**src/rtl/key_debounce_repeat.sv**
```systemverilog
// Multi-channel key conditioner: per-key synchroniser and counter debouncer with
// registered press/release pulses, plus a shared typematic repeat engine for the latest key.
module key_debounce_repeat #(
    parameter int n_keys         = 4,
    parameter int debounce_depth = 4,
    parameter int repeat_delay   = 25_000_000,
    parameter int repeat_period  = 5_000_000,
    parameter bit key_active_low = 1'b0
) (
    input  logic              clk,
    input  logic              reset,
    input  logic [n_keys-1:0] key,
    input  logic              repeat_enable,
    output logic [n_keys-1:0] level,
    output logic [n_keys-1:0] pressed,
    output logic [n_keys-1:0] released,
    output logic [n_keys-1:0] repeat_pulse,
    output logic [n_keys-1:0] key_event,
    output logic              any_key
);

    localparam int TMAX = (repeat_delay > repeat_period) ? repeat_delay : repeat_period;
    localparam int TW   = (TMAX > 2) ? $clog2(TMAX) : 1;
    localparam int IW   = (n_keys > 1) ? $clog2(n_keys) : 1;
    localparam logic [TW-1:0] DELAY_LOAD  = TW'(repeat_delay - 1);
    localparam logic [TW-1:0] PERIOD_LOAD = TW'(repeat_period - 1);
    localparam logic [n_keys-1:0] INACTIVE = {n_keys{key_active_low}};
    localparam logic [debounce_depth-1:0] CNT_TOP = '1;

    // state  | meaning
    // IDLE   | no key being repeated
    // DELAY  | key held, waiting out the initial typematic delay
    // REPEAT | key held, pulsing every repeat_period cycles
    typedef enum logic [1:0] {IDLE, DELAY, REPEAT} state_t;

    logic [n_keys-1:0]         sync1, sync2;
    logic [n_keys-1:0]         mismatch, toggle, level_nxt, press_now;
    logic [debounce_depth-1:0] cnt [n_keys];
    logic [n_keys-1:0]         rpt_q;
    logic [IW-1:0]             idx;
    logic [TW-1:0]             timer;
    state_t                    state;

    function automatic logic [IW-1:0] top_index(input logic [n_keys-1:0] v);
        top_index = '0;
        for (int i = 0; i < n_keys; i++)
            if (v[i]) top_index = IW'(i);
    endfunction

    always_comb begin
        mismatch = (sync2 ^ INACTIVE) ^ level;
        toggle   = '0;
        for (int i = 0; i < n_keys; i++)
            toggle[i] = mismatch[i] && (cnt[i] == CNT_TOP);
        level_nxt = level ^ toggle;
        press_now = toggle & ~level;
    end

    always_ff @(posedge clk or posedge reset) begin
        if (reset) begin
            sync1    <= INACTIVE;
            sync2    <= INACTIVE;
            level    <= '0;
            pressed  <= '0;
            released <= '0;
            for (int i = 0; i < n_keys; i++) cnt[i] <= '0;
        end else begin
            sync1    <= key;
            sync2    <= sync1;
            level    <= level_nxt;
            pressed  <= press_now;
            released <= toggle & level;
            for (int i = 0; i < n_keys; i++) begin
                if (!mismatch[i] || toggle[i]) cnt[i] <= '0;
                else                           cnt[i] <= cnt[i] + 1'b1;
            end
        end
    end

    // Timer counts down to zero; the FSM reacts to the press in the same cycle the pulse is registered.
    always_ff @(posedge clk or posedge reset) begin
        if (reset) begin
            state <= IDLE;
            idx   <= '0;
            timer <= '0;
            rpt_q <= '0;
        end else begin
            rpt_q <= '0;
            if (!repeat_enable) begin
                state <= IDLE;
            end else begin
                case (state)
                    IDLE: begin
                        if (|press_now) begin
                            idx   <= top_index(press_now);
                            timer <= DELAY_LOAD;
                            state <= DELAY;
                        end
                    end
                    DELAY, REPEAT: begin
                        if (|press_now) begin
                            idx   <= top_index(press_now);
                            timer <= DELAY_LOAD;
                            state <= DELAY;
                        end else if (!level_nxt[idx]) begin
                            state <= IDLE;
                        end else if (timer == '0) begin
                            rpt_q[idx] <= 1'b1;
                            timer      <= PERIOD_LOAD;
                            state      <= REPEAT;
                        end else begin
                            timer <= timer - 1'b1;
                        end
                    end
                    default: state <= IDLE;
                endcase
            end
        end
    end

    assign repeat_pulse = rpt_q & {n_keys{repeat_enable}};
    assign key_event    = pressed | repeat_pulse;
    assign any_key      = |level;

endmodule
```
**config.mk**
```make
export PLATFORM = sky130hd
export DESIGN_NAME = key_debounce_repeat
export DESIGN_NICKNAME = d
export VERILOG_FILES = /design/src/rtl/key_debounce_repeat.sv
export SDC_FILE = /design/constraint.sdc
export NUM_CORES = 1
export LEC_CHECK = 0
export ABC_AREA = 1
export CORE_MARGIN = 3
export CORE_UTILIZATION = 58
export DETAILED_ROUTE_END_ITERATION = 7
export PLACE_DENSITY = 0.77
export SYNTH_ARGS = -nofsm -noshare
export SYNTH_HDL_FRONTEND = slang
export SYNTH_SLANG_ARGS = --single-unit
```
**constraint.sdc**
```tcl
create_clock -name clk -period 2.95 [get_ports clk]
set_input_delay 0.59 -clock clk [delete_from_list [all_inputs] [get_ports clk]]
set_output_delay 0.59 -clock clk [all_outputs]
set_load 0.02 [all_outputs]
```
==> results_dict.tcl <==
set metrics [dict create \
    synthesis.nets 454 \
    tightest_slew_ns 0.614 \
    die_width_um 84.2 \
    ir_drop_v 0.000264 \
    layout-drive-gt1-share_pct 8.46 \
    routed_wl_um 6950 \
    grt_pass1_vias 2801 \
    dp_hpwl_um 5220 \
    worstPathRequired_ns 2.36 \
    clock_skew_ns 0.0110 \
    cts_hold_buf 0 \
    fillers 440 \
    finalMaxSlewViolations 0 \
    ctsLongestPathBuffers 2 \
    regArea_mm2 0.00173 \
    drt-vias-per-instance 5.21 \
    grt.overflow.total 0 \
    critPathLaunchType "primary input" \
    antenna_left 0 \
    cts_made_buffers 9 \
    p_per_area_mw_per_mm2 452 \
    first_pass_iters 4 \
    syn-cell-area_mm2 0.00354 \
    finalInstanceArea_mm2 0.00406 \
    synthToLayoutAreaGrowth_pct 14.5 \
    period_share_pct 90.6 \
    io_buffers 27 \
    antenna_found_initial 0 \
    postSynthAreaPerCell_um2 8.21 \
    hp-class "flop to flop" \
    htree_num_levels 3 \
    finalWorstSetupSlack_ns 0.276 \
    coreArea_mm2 0.00571 \
    grt_usage_pct 21.9 \
    n_antenna_cell 0 \
    synthCells 432 \
    finalSetupTns_ns 0 \
    drc 0 \
    cts.clk_slew.worst_paths_ns 0.07 \
    clock.fmax_ghz 0.374 \
    initial_core_util_pct 62.1 \
    ctsResizeCount 0 \
    nets 491 \
    ys_types 30 \
    finalSetupViolCount 0 \
    die_area_mm2 0.00709 \
    grt_max_degree 41 \
    multi_input_area_mm2 0.00154 \
    ys_warn_count 0 \
    post_cts_buffers 0 \
    cp_max_fo 6 \
    rsz0062_at_grt "no" \
    io_pins 28 \
    die_h_um 84.2 \
    clk_latency_ns 0.35 \
    p_leak_nw 2.06 \
    holdWs_ns 0.356 \
    drv_cap 0 \
    critPathArrivalTime_ns 2.08 \
    status "finished clean" \
    cts-root-buf "clkbuf_8" \
    yosys_register_bits 69 \
    cts_tree "done" \
    max-slew-margin-rel_pct 59.0 \
    num_vias 2841 \
    post-place-ws_ns 0.271 \
    hold_viol 0 \
    ys_seq_area_share_pct 48.7 \
    rows 27 \
    end_kind "output port" \
    dpl_cell_area_mm2 0.00390 \
    min_period_ns 2.67 \
    grt_pass1_wl_um 12300 \
    critPathKind "primary input to output port" \
    gp_congestion 0.924 \
    avgRoutedWirePerCell_um 12.8 \
    cts_sinks 69 \
    drtIter0Drc 141 \
]
layout by cell type (no fill, tap or decap), drive strengths merged, types with 8 or more instances in the layout:
| cell | count |
|---|---|
| xnor2 | 9 |
| clkbuf | 11 |
| nor2 | 88 |
| nand3 | 46 |
| inv | 61 |
| nand4 | 9 |
| clkdlybuf4s50 | 27 |
| o21ai | 15 |
| ha | 15 |
| nand2 | 83 |
| xor2 | 8 |
| dfrtp | 69 |
power by group:
part / internal, mW / switching, mW
clock: 0.299 / 0.339
combinational: 0.0691 / 0.134
sequential: 0.973 / 0.0205
total: 1.34 / 0.493
per-layer routing:
metal	track usage, %	share of wire (%)	vias to the layer above	wire length, um
met1	26.6	43	1311	3020
li1	-	-	1434	-
met3	5.00	5.2	20	358
met2	36.4	49	76	3390
met5	0	0	-	0
met4	11.3	2.6	0	179
area by class of cell:
type | instances | area share [%]
flip-flops and latches | 69 | 42.5
multi-input cells | 297 | 38.0
repair buffers | 31 | 7.70
inverters | 61 | 5.70
clock buffers | 11 | 3.24
well taps | 72 | 2.22
clock inverters | 4 | 0.647
per-stage QoR:
stage	utilization, %	std cells	total power [mW]
2_1_floorplan	-	432	1.14
3_3_place_gp	68.4	530	1.20
3_5_place_dp	68.4	530	1.21
4_1_cts	71.1	545	1.85
5_1_grt	71.1	545	1.92
6_report	71.1	545	1.83
logic make-up after synthesis:
group	share of synthesized area (%)
adders and majority gates	5.29
and+or+nand+nor	30.6
AOI/OAI and AO/OA	3.39
xor gates and xnor gates	4.20
buffers and inverters	7.80
DFF	48.7
cells in the mapped netlist (all sizes together):
cell type  count  share of area [%]
xnor2          9                2.2
nor4           4               0.71
clkbuf         1               0.11
or2            4               0.71
nand3b         3               0.64
buf            4                1.2
nand2         83                9.3
inv           61                6.5
o22ai          1               0.18
o211ai         1               0.21
a21oi          4               0.88
nand4          9                1.8
and2           2               0.35
xor2           8                2.0
o21ai         15                2.1
dfrtp         69                 49
nor2          88                 10
nand3         46                6.5
ha            15                5.3
nor3           5               0.71
worst max-delay path, cell delays in order:
cell and delay (ns):
clkdlybuf4s50_1 0.52, nand2_1 0.11, inv_1 0.05, or2_2 0.26, clkdlybuf4s50_1 0.55
sequential cells by signal (all words and copies together) (netlist names):
name      flops
state         2
idx           2
released      4
level         4
timer        25
sync2         4
cnt          16
rpt_q         4
sync1         4
pressed       4
worst paths after layout:
path / from / end / slack [ns] / cells after the start
min in group asynchronous: reset / timer[2] / 0.63 / 2
setup / recovery: repeat_enable / key_event[2] / 0.28 / 5
hold reg to reg: sync1[1] / sync2[1] / 0.36 / 0
max in group asynchronous: reset / released[3] / 1.69 / 3
setup reg to reg: cnt[0] / timer[1] / 0.43 / 15
hold / removal: sync1[1] / sync2[1] / 0.36 / 0
(Power assumes the default switching activity.)
